===== src/rtl/cacheline_port_arbiter.sv =====
`default_nettype none
// ============================================================================
// Module      : cacheline_port_arbiter
// Description : Shares one cacheline-adaptor (burst memory) port between the
//               icache miss path and the dcache miss/writeback path. One
//               256-bit line transaction is in flight at a time. The winner's
//               address (line aligned) and write data are latched, a single
//               mem_read or mem_write is sequenced, and a one-cycle resp plus
//               the returned line are handed back to the owning cache.
//
// Parameters  : DCACHE_FIRST  1 = dcache wins a simultaneous request,
//                             0 = icache wins.
//               STARVE_LIMIT  consecutive contended grants to the priority
//                             side before the other side is forced through
//                             (only meaningful with ARB_STARVE_GUARD_EN).
//
// Macro       : ARB_STARVE_GUARD_EN  enables the anti-starvation counter.
//               Undefined (default) gives strict fixed priority.
//
// Ports       : clk, rst          clock, synchronous active-high reset
//               icache_addr/read  icache line request (held until resp)
//               icache_rdata/resp line and completion pulse to icache
//               dcache_addr/read/write/wdata  dcache request (held until resp)
//               dcache_rdata/resp line and completion pulse to dcache
//               mem_addr/read/write/wdata     request to cacheline adaptor
//               mem_rdata/resp    line and completion from adaptor
//               arb_busy          high whenever the arbiter is not idle
//
// Revision    : 1.0  initial release
// ============================================================================
module cacheline_port_arbiter #(
    parameter int DCACHE_FIRST = 1,
    parameter int STARVE_LIMIT = 4
) (
    input  logic         clk,
    input  logic         rst,
    // icache side
    input  logic [31:0]  icache_addr,
    input  logic         icache_read,
    output logic [255:0] icache_rdata,
    output logic         icache_resp,
    // dcache side
    input  logic [31:0]  dcache_addr,
    input  logic         dcache_read,
    input  logic         dcache_write,
    input  logic [255:0] dcache_wdata,
    output logic [255:0] dcache_rdata,
    output logic         dcache_resp,
    // adaptor side
    output logic [31:0]  mem_addr,
    output logic         mem_read,
    output logic         mem_write,
    output logic [255:0] mem_wdata,
    input  logic [255:0] mem_rdata,
    input  logic         mem_resp,
    // status
    output logic         arb_busy
);

    localparam logic [2:0]  S_IDLE   = 3'd0;
    localparam logic [2:0]  S_MEM_I  = 3'd1;
    localparam logic [2:0]  S_MEM_D  = 3'd2;
    localparam logic [2:0]  S_RESP_I = 3'd3;
    localparam logic [2:0]  S_RESP_D = 3'd4;

    localparam logic        c_dcache_first = (DCACHE_FIRST != 0);
    localparam logic [31:0] c_line_mask    = 32'hFFFF_FFE0;

    logic [2:0]   r_state;
    logic [31:0]  r_mem_addr;
    logic         r_mem_read;
    logic         r_mem_write;
    logic [255:0] r_mem_wdata;
    logic [255:0] r_icache_rdata;
    logic [255:0] r_dcache_rdata;
    logic         r_icache_resp;
    logic         r_dcache_resp;

    logic         w_i_req;
    logic         w_d_req;
    logic         w_contend;
    logic         w_grant_d;

    assign w_i_req   = icache_read;
    assign w_d_req   = dcache_read | dcache_write;
    assign w_contend = w_i_req & w_d_req;

`ifdef ARB_STARVE_GUARD_EN
    localparam logic [2:0] c_starve_limit = 3'(STARVE_LIMIT);

    logic [2:0] r_starve_cnt;
    logic       w_starved;

    assign w_starved = (r_starve_cnt >= c_starve_limit);

    // Under contention the priority side wins unless it has already taken
    // STARVE_LIMIT grants in a row, in which case the other side goes.
    assign w_grant_d = w_contend ? (c_dcache_first ^ w_starved) : w_d_req;

    // Counts back-to-back contended grants to the priority side. Any IDLE
    // cycle without contention, or a forced grant, restarts the run.
    always_ff @(posedge clk) begin
        if (rst) begin
            r_starve_cnt <= 3'd0;
        end else if (r_state == S_IDLE) begin
            if (!w_contend || w_starved) begin
                r_starve_cnt <= 3'd0;
            end else if (r_starve_cnt != 3'd7) begin
                r_starve_cnt <= r_starve_cnt + 3'd1;
            end
        end
    end
`else
    assign w_grant_d = w_contend ? c_dcache_first : w_d_req;
`endif

    always_ff @(posedge clk) begin
        if (rst) begin
            r_state        <= S_IDLE;
            r_mem_addr     <= 32'd0;
            r_mem_read     <= 1'b0;
            r_mem_write    <= 1'b0;
            r_mem_wdata    <= 256'd0;
            r_icache_rdata <= 256'd0;
            r_dcache_rdata <= 256'd0;
            r_icache_resp  <= 1'b0;
            r_dcache_resp  <= 1'b0;
        end else begin
            // Responses are single-cycle pulses.
            r_icache_resp <= 1'b0;
            r_dcache_resp <= 1'b0;

            case (r_state)
                S_IDLE: begin
                    if (w_d_req && w_grant_d) begin
                        r_mem_addr  <= dcache_addr & c_line_mask;
                        // Read and write together is treated as a write.
                        r_mem_write <= dcache_write;
                        r_mem_read  <= ~dcache_write;
                        if (dcache_write) begin
                            r_mem_wdata <= dcache_wdata;
                        end
                        r_state <= S_MEM_D;
                    end else if (w_i_req) begin
                        r_mem_addr  <= icache_addr & c_line_mask;
                        r_mem_read  <= 1'b1;
                        r_mem_write <= 1'b0;
                        r_state     <= S_MEM_I;
                    end
                end

                S_MEM_I: begin
                    if (mem_resp) begin
                        r_mem_read     <= 1'b0;
                        r_mem_write    <= 1'b0;
                        r_icache_rdata <= mem_rdata;
                        r_icache_resp  <= 1'b1;
                        r_state        <= S_RESP_I;
                    end
                end

                S_MEM_D: begin
                    if (mem_resp) begin
                        // A writeback returns no line; keep the last one.
                        if (r_mem_read) begin
                            r_dcache_rdata <= mem_rdata;
                        end
                        r_mem_read    <= 1'b0;
                        r_mem_write   <= 1'b0;
                        r_dcache_resp <= 1'b1;
                        r_state       <= S_RESP_D;
                    end
                end

                S_RESP_I, S_RESP_D: begin
                    r_state <= S_IDLE;
                end

                default: begin
                    r_state <= S_IDLE;
                end
            endcase
        end
    end

    assign icache_rdata = r_icache_rdata;
    assign icache_resp  = r_icache_resp;
    assign dcache_rdata = r_dcache_rdata;
    assign dcache_resp  = r_dcache_resp;
    assign mem_addr     = r_mem_addr;
    assign mem_read     = r_mem_read;
    assign mem_write    = r_mem_write;
    assign mem_wdata    = r_mem_wdata;
    assign arb_busy     = (r_state != S_IDLE);

endmodule
`default_nettype wire


===== config.mk =====
export PLATFORM = sky130hd
export DESIGN_NAME = cacheline_port_arbiter
export DESIGN_NICKNAME = d
export VERILOG_FILES = /design/src/rtl/cacheline_port_arbiter.sv
export SDC_FILE = /design/constraint.sdc
export NUM_CORES = 2
export LEC_CHECK = 0
export ABC_AREA = 0
export CORE_AREA = 2 2 537 539
export CTS_BUF_LIST = sky130_fd_sc_hd__clkbuf_8
export DETAILED_ROUTE_END_ITERATION = 12
export DIE_AREA = 0 0 539 541
export HOLD_SLACK_MARGIN = 0.12
export PLACE_DENSITY = 0.34
export REMOVE_ABC_BUFFERS = 1
export SETUP_SLACK_MARGIN = 0.2
export SYNTH_ARGS = -nofsm -noshare
export SYNTH_HDL_FRONTEND = slang
export SYNTH_SLANG_ARGS = --single-unit

===== constraint.sdc =====
create_clock -name clk -period 2 [get_ports clk]
set_input_delay 0.4 -clock clk [delete_from_list [all_inputs] [get_ports clk]]
set_output_delay 0.4 -clock clk [all_outputs]
set_load 0.03 [all_outputs]

==> flow_metrics.env <==
export IMPL_path_max_fanout=2
export IMPL_via_count=35104
export IMPL_io_buffers=1371
export IMPL_worstPathCellList="buf_6, nor3_4, buf_12, inv_6, buf_12"
export IMPL_ys_ff_latch=802
export IMPL_status="finished, violations left"
export IMPL_cp_startpoint="r_state[0]$_SDFFE_PP0P_"
export IMPL_fin_area_um2=61900
export IMPL_violations="negative setup slack"
export IMPL_yosys_warnings=0
export IMPL_ant_nets=0
export IMPL_antenna_found_initial=109
export IMPL_slowest_delay_ps=340
export IMPL_ys_seq_area_share_pct=55.8
export IMPL_fin_total_pwr_w=0.0459
export IMPL_htreeDepth=4
export IMPL_dp_slack_ps=-1030
export IMPL_first_global_vias=35324
export IMPL_wl_per_cell_um=24.4
export IMPL_min_period_over_period_pct=114
export IMPL_drt_iter0_drc=1795
export IMPL_clock_fmax_ghz=0.438
export IMPL_firstDrtPassIters=5
export IMPL_leakagePower_nw=23.1
export IMPL_hold_class="in2reg"
export IMPL_io_pins=1387
export IMPL_grt_pass1_wl_um=307000
export IMPL_cp_end_kind="primary output"
export IMPL_cp_common_cell="buf_12"
export IMPL_utilization_pct=21.6
export IMPL_cts_tree="built"
export IMPL_syn_to_final_growth_pct=115
export IMPL_initial_core_util_pct=10.0
export IMPL_insertion_delay_ps=910
export IMPL_syn_avg_cell_area_um2=8.01
export IMPL_slew_viol_final=0
export IMPL_setup_slack_ps=-284
export IMPL_hold_viol=0
export IMPL_critical_path_top_delay_family="buffers and inverters"
export IMPL_cts_sinks=802
export IMPL_slowest_stage="dfxtp_4"
export IMPL_syn_cell_area_um2=28800
export IMPL_synth_cell_type_count=31
export IMPL_path_clk_slew_ps=60
export IMPL_crit_required_ps=1600
export IMPL_cts_made_buffers=174
export IMPL_hold_ws_ps=217
export IMPL_critical_path_class="reg2out"
export IMPL_grtUsageTotal_pct=15.0
export IMPL_hold_start="mem_rdata[181]"
export IMPL_final_cell_mix="nand2_1, a21oi_1, buf_6, dfxtp_2, clkdlybuf4s50_1"
export IMPL_synth_cells=3590
export IMPL_grt_max_degree=110
export IMPL_synth_edff_count=0
export IMPL_via_per_inst=3.65
export IMPL_final_common_cell="nand2_1"
export IMPL_die_h_um=541
export IMPL_skew_ps=58.9
export IMPL_worstPathArrival_ps=1880
export IMPL_post_dp_cell_area_um2=48000
export IMPL_clk_path_buf_depth=4
export IMPL_crit_buf_inv=4
export IMPL_drive_above_1_share_pct=39.2
export IMPL_clockRootBuffer="clkbuf_8"
export IMPL_ir_worst_vdd_mv=0.465
export IMPL_fill_cells=31720
export IMPL_core_area_um2=286000
export IMPL_die_area_um2=292000
export IMPL_synth_ff_type="dfxtp_1"
export IMPL_wirelength_um=235000
export IMPL_drc=0
export IMPL_rsz0062_at_grt="yes"
export IMPL_gr_total_overflow=0
export IMPL_gp_congestion=0.863
export IMPL_start_kind="flip-flop"
export IMPL_setup_viol=63
export IMPL_r2r_start="r_state[0]$_SDFFE_PP0P_"
export IMPL_dp_hpwl_um=179000
export IMPL_num_rows=197
export IMPL_fin_crit_ps=2280
export IMPL_p_per_area_nw_per_um2=742
export IMPL_die_x_um=539
export IMPL_max_slew_margin_pct=55.1
export IMPL_maxCapViolCount=0
export IMPL_ys_async_sr_fraction_pct=0
export IMPL_nets=6239
export IMPL_tightest_slew_ps=673
synthesized netlist by cell type, drive strengths merged, types with 2 or more instances:
| cell | instances | share of area [%] |
|---|---|---|
| a21oi | 797 | 14 |
| a311oi | 27 | 0.82 |
| buf | 137 | 3.0 |
| clkbuf | 208 | 2.7 |
| dfxtp | 802 | 56 |
| inv | 4 | 0.052 |
| nand2 | 1051 | 14 |
| nand3 | 256 | 4.5 |
| nand4bb | 2 | 0.078 |
| nor2 | 6 | 0.078 |
| o21ai | 285 | 5.0 |
power by group:
group	total (W)	switching, W	internal, W
Sequential	0.0172	0.000563	0.0166
Clock	0.0193	0.00869	0.0106
Combinational	0.00951	0.00512	0.00439
state kept, by name, indices dropped and copies added, names as in the netlist:
register / flops
dcache_rdata: 256
dcache_resp: 1
icache_rdata: 256
icache_resp: 1
mem_addr: 27
mem_read: 1
mem_wdata: 256
mem_write: 1
r_state: 3
final cells by class:
cell class	count	area, um^2	area share, %
Antenna cell	48	120	0.194
Clock buffer	214	2950	4.76
Clock inverter	90	634	1.02
Inverter	4	27.5	0.0445
Multi-Input combinational cell	2443	11700	18.8
Sequential cell	802	17200	27.8
Tap cell	3781	4730	7.64
Timing Repair Buffer	2232	24600	39.7
repair_timing:
| action | CTS | global route |
|---|---|---|
| setup buffers | 40 | 22 |
| hold buffers | 552 | 0 |
| endpoints found under the hold margin | 782 | 0 |
| pin swaps | 1 | 23 |
| endpoints found under the setup margin | 1027 | 1420 |
| resized for setup | 5554 | 701 |
| gates cloned | 1 | 34 |
worst reg2reg max path, stage by stage (launching register included):
cell	delay, ps
dfxtp_4	340
buf_4	130
buf_6	130
or4b_4	540
buf_12	180
buf_12	160
clkbuf_16	150
clkbuf_16	180
nand2_2	60
a21oi_1	60
cell families after synthesis:
| kind of cell | synth area share, % |
|---|---|
| buf+inv | 5.81 |
| other cells | 0.0130 |
| xor+xnor | 0.0304 |
| flops | 55.8 |
| simple gates | 18.6 |
| compound gates | 19.8 |
layer usage:
layer  global-route usage, %  share of wire (%)
met5                       0               0.13
met3                    5.74                9.0
met1                    18.2                 42
met2                    24.6                 46
met4                    3.63                2.8
worst paths after layout:
check	endpoint	slack, ps	cells after the start
worst max-delay path	arb_busy	-280	5
worst max register to register	mem_wdata[214]$_SDFFE_PP0P_	-40	9
worst min-delay path	icache_rdata[181]$_SDFFE_PP0P_	220	3
worst min register to register	icache_rdata[125]$_SDFFE_PP0P_	450	2
metrics by stage:
stage | TNS (ps) | instances
global placement | -157030 | 8613
finish | -1050 | 9614
CTS | -15000 | 9510
floorplan | -8194210 | 3249
global route | -6990 | 9592
detailed placement | -168990 | 8613
Note: power is estimated with default switching activity, not from simulation.
